$ cat src/rtl/axis_packet_rr_arbiter.sv
`default_nettype none
// ============================================================================
// Module      : axis_packet_rr_arbiter
// Description : Packet-locked round-robin arbiter. It merges CHANNEL_NUMBER
//               AXI-Stream inputs onto one registered output. A grant is held
//               from the first beat of a packet through TLAST, so packets are
//               never interleaved on the output.
//
// Beat vector layout (axis_mosi_t, MOSI_WIDTH bits, LSB first):
//   [0]                      TVALID
//   [1]                      TLAST
//   [2 +: DATA_WIDTH]        TDATA
//   [2+DATA_WIDTH +: ...]    TID, TDEST, TUSER (forwarded untouched)
// axis_miso_t is TREADY only (one bit).
//
// Ports:
//   clk_i       in   clock, single domain
//   rst_n_i     in   synchronous active-low reset
//   in_mosi_i   in   per-channel input beats
//   in_miso_o   out  per-channel input TREADY
//   out_mosi_o  out  registered output beat
//   out_miso_i  in   output TREADY
//   grant_o     out  granted channel index (meaningful while busy_o)
//   busy_o      out  1 while a packet is locked
//   pkt_cnt_o   out  packets completed at the output, wraps
//
// Revision    : 1.0 - initial release
// ============================================================================
module axis_packet_rr_arbiter #(
    parameter  int DATA_WIDTH           = 32,
    parameter  int ID_WIDTH             = 0,
    parameter  int DEST_WIDTH           = 0,
    parameter  int USER_WIDTH           = 0,
    parameter  int CHANNEL_NUMBER       = 5,
    parameter  int CHANNEL_NUMBER_WIDTH = $clog2(CHANNEL_NUMBER),
    parameter  int PKT_CNT_WIDTH        = 16,
    localparam int MOSI_WIDTH           = 2 + DATA_WIDTH + ID_WIDTH + DEST_WIDTH + USER_WIDTH
) (
    input  logic                                      clk_i,
    input  logic                                      rst_n_i,
    input  logic [CHANNEL_NUMBER-1:0][MOSI_WIDTH-1:0] in_mosi_i,
    output logic [CHANNEL_NUMBER-1:0]                 in_miso_o,
    output logic [MOSI_WIDTH-1:0]                     out_mosi_o,
    input  logic                                      out_miso_i,
    output logic [CHANNEL_NUMBER_WIDTH-1:0]           grant_o,
    output logic                                      busy_o,
    output logic [PKT_CNT_WIDTH-1:0]                  pkt_cnt_o
);

    // One extra bit so (last_grant + offset) can be wrapped without overflow.
    localparam int                c_SW        = CHANNEL_NUMBER_WIDTH + 1;
    localparam logic [c_SW-1:0]   c_N         = c_SW'(CHANNEL_NUMBER);
    localparam logic [CHANNEL_NUMBER_WIDTH-1:0] c_LAST_CH = CHANNEL_NUMBER_WIDTH'(CHANNEL_NUMBER - 1);

    typedef enum logic [0:0] {
        ST_IDLE   = 1'b0,
        ST_LOCKED = 1'b1
    } state_t;

    state_t                          r_state;
    state_t                          w_state_nxt;
    logic [CHANNEL_NUMBER_WIDTH-1:0] r_grant;
    logic [CHANNEL_NUMBER_WIDTH-1:0] w_grant_nxt;
    logic [CHANNEL_NUMBER_WIDTH-1:0] r_last_grant;
    logic [MOSI_WIDTH-1:0]           r_out_beat;
    logic [PKT_CNT_WIDTH-1:0]        r_pkt_cnt;

    logic                            w_found;
    logic [CHANNEL_NUMBER_WIDTH-1:0] w_sel;
    logic                            w_slice_ready;
    logic                            w_in_hs;
    logic                            w_out_hs;
    logic [MOSI_WIDTH-1:0]           w_in_beat;
    logic [CHANNEL_NUMBER-1:0]       w_in_ready;

    // The slice accepts a beat when empty or when its beat leaves this cycle.
    assign w_slice_ready = !r_out_beat[0] || out_miso_i;
    assign w_out_hs      = r_out_beat[0] && out_miso_i;
    assign w_in_beat     = in_mosi_i[r_grant];

    // Round-robin search: walk offsets N..1 so the smallest offset after
    // last_grant is the one that survives.
    always_comb begin
        logic [c_SW-1:0] v_sum;
        w_found = 1'b0;
        w_sel   = '0;
        v_sum   = '0;
        for (int i = CHANNEL_NUMBER; i >= 1; i--) begin
            v_sum = {1'b0, r_last_grant} + c_SW'(i);
            if (v_sum >= c_N) begin
                v_sum = v_sum - c_N;
            end
            if (in_mosi_i[v_sum[CHANNEL_NUMBER_WIDTH-1:0]][0]) begin
                w_found = 1'b1;
                w_sel   = v_sum[CHANNEL_NUMBER_WIDTH-1:0];
            end
        end
    end

    // Next-state and input-side handshake logic.
    always_comb begin
        w_state_nxt = r_state;
        w_grant_nxt = r_grant;
        w_in_ready  = '0;
        w_in_hs     = 1'b0;
        case (r_state)
            ST_IDLE: begin
                if (w_found) begin
                    w_state_nxt = ST_LOCKED;
                    w_grant_nxt = w_sel;
                end
            end
            ST_LOCKED: begin
                w_in_ready[r_grant] = w_slice_ready;
                w_in_hs             = w_in_beat[0] && w_slice_ready;
                // A TVALID gap on the granted input simply waits here.
                if (w_in_hs && w_in_beat[1]) begin
                    w_state_nxt = ST_IDLE;
                end
            end
            default: begin
                w_state_nxt = ST_IDLE;
            end
        endcase
    end

    always_ff @(posedge clk_i) begin
        if (!rst_n_i) begin
            r_state      <= ST_IDLE;
            r_grant      <= '0;
            r_last_grant <= c_LAST_CH;
        end else begin
            r_state <= w_state_nxt;
            r_grant <= w_grant_nxt;
            if (w_in_hs && w_in_beat[1]) begin
                r_last_grant <= r_grant;
            end
        end
    end

    // Output register slice. A reset discards any beat held here.
    always_ff @(posedge clk_i) begin
        if (!rst_n_i) begin
            r_out_beat <= '0;
        end else if (w_in_hs) begin
            r_out_beat <= w_in_beat;
        end else if (w_out_hs) begin
            r_out_beat[0] <= 1'b0;
        end
    end

    always_ff @(posedge clk_i) begin
        if (!rst_n_i) begin
            r_pkt_cnt <= '0;
        end else if (w_out_hs && r_out_beat[1]) begin
            r_pkt_cnt <= r_pkt_cnt + 1'b1;
        end
    end

    assign in_miso_o  = w_in_ready;
    assign out_mosi_o = r_out_beat;
    assign grant_o    = r_grant;
    assign busy_o     = (r_state == ST_LOCKED);
    assign pkt_cnt_o  = r_pkt_cnt;

endmodule
`default_nettype wire

$ cat config.mk
export PLATFORM = sky130hd
export DESIGN_NAME = axis_packet_rr_arbiter
export DESIGN_NICKNAME = d
export VERILOG_FILES = /design/src/rtl/axis_packet_rr_arbiter.sv
export SDC_FILE = /design/constraint.sdc
export NUM_CORES = 1
export LEC_CHECK = 0
export CAP_MARGIN = 20
export CORE_UTILIZATION = 27
export DETAILED_ROUTE_END_ITERATION = 8
export DONT_BUFFER_PORTS = 1
export PLACE_DENSITY = 0.54
export SYNTH_ARGS = -nofsm -noshare
export SYNTH_HDL_FRONTEND = slang
export SYNTH_SLANG_ARGS = --single-unit
$ cat constraint.sdc
create_clock -name clk_i -period 2.8 [get_ports clk_i]
set_input_delay 0.84 -clock clk_i [delete_from_list [all_inputs] [get_ports clk_i]]
set_output_delay 0.84 -clock clk_i [all_outputs]
set_load 0.005 [all_outputs]
Word level (Yosys, flattened, before mapping)
Index checks and enable logic that the tools add are counted.
Widths: inputs -> output; s select.

cells by class
  reductions and logical operators = 10
  order comparisons = 12
  muxes and demuxes = 36
  add/subtract/negate cells = 11
  bitwise logic cells = 2

operators by type and width
  cell                   count
  $bmux 34 s3            6
  $mux 34                1
  $mux 3                 10
  $lt 3x4->1 const B     6
  $ge 4x3->1 const B     5
  $add 16x1->16 const B  1
  $mux 1                 16
  $sub 3x3->3 const B    5
  $add 3x2->4 const B    2
  $add 3x3->4 const B    2
  $logic_and 1x1->1      6
  $and 5x5->5            1
  $mux 5                 1
  $add 3x1->4 const B    1
  $demux 1 s3            1
  $ge 3x1->1 const B     1
  $pmux 1 s2             1
  $reduce_and 2->1       1
  $reduce_bool 2->1      1
  $logic_not 1->1        1
  $logic_or 1x1->1       1
  $not 1->1              1

storage, ports and cells
  register bits = 57
  input port bits = 173
  word-level logic and storage cells = 77

Logic depth before layout (Yosys ltp)
  depth after elaboration = 12
  mapped depth = 13

Worst setup path after synthesis
OpenSTA, ideal clock, no wires.

  kind = register -> register
  start point = register r_last_grant[0]
  end point = register r_grant[1] (netlist: grant_o[1])
  stages on the path, launching flop included = 13
  path buffers = 2
  library setup time = 0.116 ns
  required time = 2.684 ns
  arrival = 2.844 ns
  path slack = -0.160 ns
  cell sequence = dfxtp_1 > buf_4 > inv_2 > ha_1 > inv_1 > fa_1 > or2_1 > buf_6 > mux4_2 > o21ai_2 > nor4b_2 > a31oi_4 > a41o_1

on the way
  cells in the longest elaborated chain, start to end = 11
  elaborated cells on any way between the ends = 41
  classes of those cells = add/sub: 10; order compare: 5; mux: 25; reduce/logical: 1

RTL lines
  element                                           line    text
  start, declared                                   64      logic [CHANNEL_NUMBER_WIDTH-1:0] r_last_grant;
  start signal, assigned                            131     r_last_grant <= c_LAST_CH;
  start signal, assigned                            136     r_last_grant <= r_grant;
  $add 3x3->4                                       89      v_sum = {1'b0, r_last_grant} + c_SW'(i);
  $ge 4x3->1 / $sub 3x3->3 (equally long branches)  90, 91
  $mux 3                                            90      if (v_sum >= c_N) begin
  $bmux 34 s3                                       93      if (in_mosi_i[v_sum[CHANNEL_NUMBER_WIDTH-1:0]][0]) begin
  $mux 1 (implied by the code)                      93
  $mux 1 (5 in a row)                               93
  $reduce_and 2->1 (no source line)                 --
  end signal, assigned                              134     r_grant <= w_grant_nxt;
  end, declared                                     62      logic [CHANNEL_NUMBER_WIDTH-1:0] r_grant;

Several ways; a longest one is shown, not always the timed one. The select of a mux whose other input is x is not followed.
A chain may end at the register's enable or synchronous reset.

Worst setup path after layout
  start point = register r_last_grant[0]
  end point = register r_grant[0] (netlist: grant_o[0])

Same word-level chain as after synthesis.

==> metrics.txt <==
status finished, final reports clean; Leak approximately 2.2 nW; Crit Path Max Fanout 6; Mapped Area 4480 um2; multiplexer share of the synthesized area between 20% and 30%; gr usage total 17.5%; Arr. time, crit path just under 3000 ps; Via density roughly 5.7; first-pass GRT wire length 21.7 mm; final core occ between 30 and 40%; adder-cell share of the synthesized area 3.80%; Req. time, crit path between 3000 and 4000 ps; Seq/Total Area, Yosys 25.5%; CTS root buffer clkbuf_16; CTS max path bufs 2; Clock Sinks 57; total number of vias around 4k; Worst Setup SP r_last_grant[0]; Buf+Inv Stages, Crit Path 3; Die H ~130 um; Post-Layout Inst Area about 5200 um2; Placeable Area approximately 16000 um2; layout cell share with drive strength beyond 1 24.6%; sequential share of power 28.5%; Syn Area/Cell approximately 9.7 um2; H-tree levels 3; top cell type's share of synthesized area roughly a quarter; Worst setup EP type flip-flop; Post-Synth Simple-Gate Area 17.8%; Crit-path slowest cell fa_2; WL per Instance 22.8 um; Initial Util 27.9%; Main synth FF type dfxtp_1; worst path cell trace clkinv_4 > ha_4 > inv_1 > fa_2 > or2_4 > buf_4 > a211o_1 > o21ai_4 > nor4b_4 > a31oi_4 > nor2_1 > a41o_1; clock slew at reported path FFs 60 ps; initial antenna violation count 2; Placed Area 4750 um2; slowest stage delay, CP 430 ps; CTS Buf Count 9; worst slack, placed about 42 ps; min setup slack post-route 83.7 ps; startpoint types flip-flop; DRT iter0 DRCs between 200 and 300; Worst-Skew Late Latency roughly 330 ps; DIE AREA between 15000 and 20000 um2; RePlAce Congestion about 0.95; dpl cells between 600 and 700; EDFF count, synth 0; I/O pin count 232; largest net degree at the start of global routing 67; min-delay src out_mosi_o[30]; # fillers approximately 1.6k; Post-Syn Instances 461; fin nets roughly 640; max-slew violations 0; FF-to-FF Start r_last_grant[0]; Final min period ~2700 ps; Synth area leaders dfxtp_1, mux4_2, o211a_1, a22oi_1, nand2_1; switching share of power 34.8%; combinational power share approximately 40%; Int Power 2.58 mW; Final setup viols 0; final hold vios 0; Post-Route WL about 16 mm; DP Wirelength ~12 mm; HP Class reg -> reg; DRC viols 0; total grt overflow 0; post-synthesis register bit count 57; Area Growth Syn to Fin 16.3%; width of the die ~130 um; Initial DRT Pass Iterations 5; # rows 46; clock network fraction of design power between 30% and 40%; post-synthesis xor/xnor area fraction about 4.1%; CTS tree yes; Worst-Margin Slew 618 ps; maximum VDD drop ~330 uV; Synth area leader dfxtp_1; Max Fclk roughly 0.37 GHz; classification of the worst setup path reg -> reg; max-cap viol count 0; compound-gate portion of the synthesized area between 20 and 25%; ANT nets after route 0; RSZ-0062 raised after global routing true; largest family of logic cells by synthesized area compound AO/OA/AOI/OAI gates; Sw Pwr roughly 1.4 mW; Yosys warning count 0; cts hold-fix bufs 0; period utilisation layout between 90% and 100%; # port buffers 0; Synth Net Count 647; asr flop ratio synth 0%; Top delay family on crit path compound AO/OA/AOI/OAI gates; vias in the first global route ~3.7k; Synth cell types 66; Power Density 760 nW/um2; Finished Layout Cells between 600 and 700; Setup Skew 8.31 ps; max_slew headroom 58.8%
-- layer usage --
layer	up-vias	GRT usage, %	wire, um	share of wire [%]
li1	1753	-	-	-
met1	1929	23.2	6390	41
met2	229	26.1	7280	47
met3	26	5.70	1590	10
met4	0	7.37	371	2.4
met5	-	0	0	0
-- cell usage in the layout, fill, tap and decap left out, types with 13 or more instances in the layout --
cell      n
nand2_1  60
mux4_2   35
and2_1   14
buf_4    30
dfxtp_1  53
a22oi_1  36
nor2_1   16
o211a_1  34
nor2b_1  13
xnor2_1  16
-- cell families after synthesis --
kind of cell	after synthesis
AO/OA/AOI/OAI	121
multiplexers	49
AND/OR/NAND/NOR	150
XOR/XNOR	20
buffers and inverters	51
adder cells (fa/ha/maj)	13
flip-flops	57
-- final cells by class --
cell class,count,area [um2],area share (%)
sequential,57,1150,22.0
multi-input combinational,353,3190,61.3
tap,216,270,5.19
clock inverter,5,77.6,1.49
timing repair buffer,30,225,4.32
antenna,6,15.0,0.288
clock buffer,11,253,4.85
inverter,7,31.3,0.600
-- sequential cells by signal, summed over array words and instances (netlist names) --
signal	count
pkt_cnt_o	16
busy_o	1
r_last_grant	3
grant_o	3
out_mosi_o	34
-- power groups by stage --
stage / sequential [mW] / clock [mW] / combinational, mW
2_1_floorplan: 1.07 / 0 / 1.30
3_3_place_gp: 1.14 / 0 / 1.52
3_5_place_dp: 1.14 / 0 / 1.55
4_1_cts: 1.13 / 1.25 / 1.56
5_1_grt: 1.14 / 1.28 / 1.76
6_report: 1.13 / 1.21 / 1.62
-- through the flow --
stage / hold WS [ps] / power [mW] / setup TNS, ps
finish: 530 / 3.96 / 0
global route: 544 / 4.18 / -20.3
CTS: 532 / 3.94 / 0
detailed placement: 516 / 2.70 / 0
global placement: 517 / 2.67 / 0
floorplan: 495 / 2.37 / 0
-- repair_timing --
item | CTS | global route
setup buffers | 0 | 8
endpoints found under the setup margin | 0 | 4
resized for setup | 0 | 13
-- final timing paths --
kind | slack (ps) | cells past startpoint | endpoint
hold / removal | 530 | 1 | out_mosi_o[30]
setup / recovery | 80 | 12 | grant_o[0]
hold reg to reg | 530 | 1 | out_mosi_o[30]
setup reg to reg | 80 | 12 | grant_o[0]
-- Yosys cell counts (all sizes together), types with 3 or more instances --
master,instances
a211o,3
a211oi,3
a21oi,8
a22oi,36
and2,14
and3,5
and4,4
buf,22
clkbuf,22
dfxtp,57
ha,12
inv,6
mux2,5
mux2i,9
mux4,35
nand2,60
nand2b,8
nand3,7
nand4,3
nor2,18
nor2b,14
nor3,3
nor4,3
o211a,34
o211ai,5
o21a,3
o21ai,9
xnor2,16
xor2,4
Power figures use the tool's default switching activity.
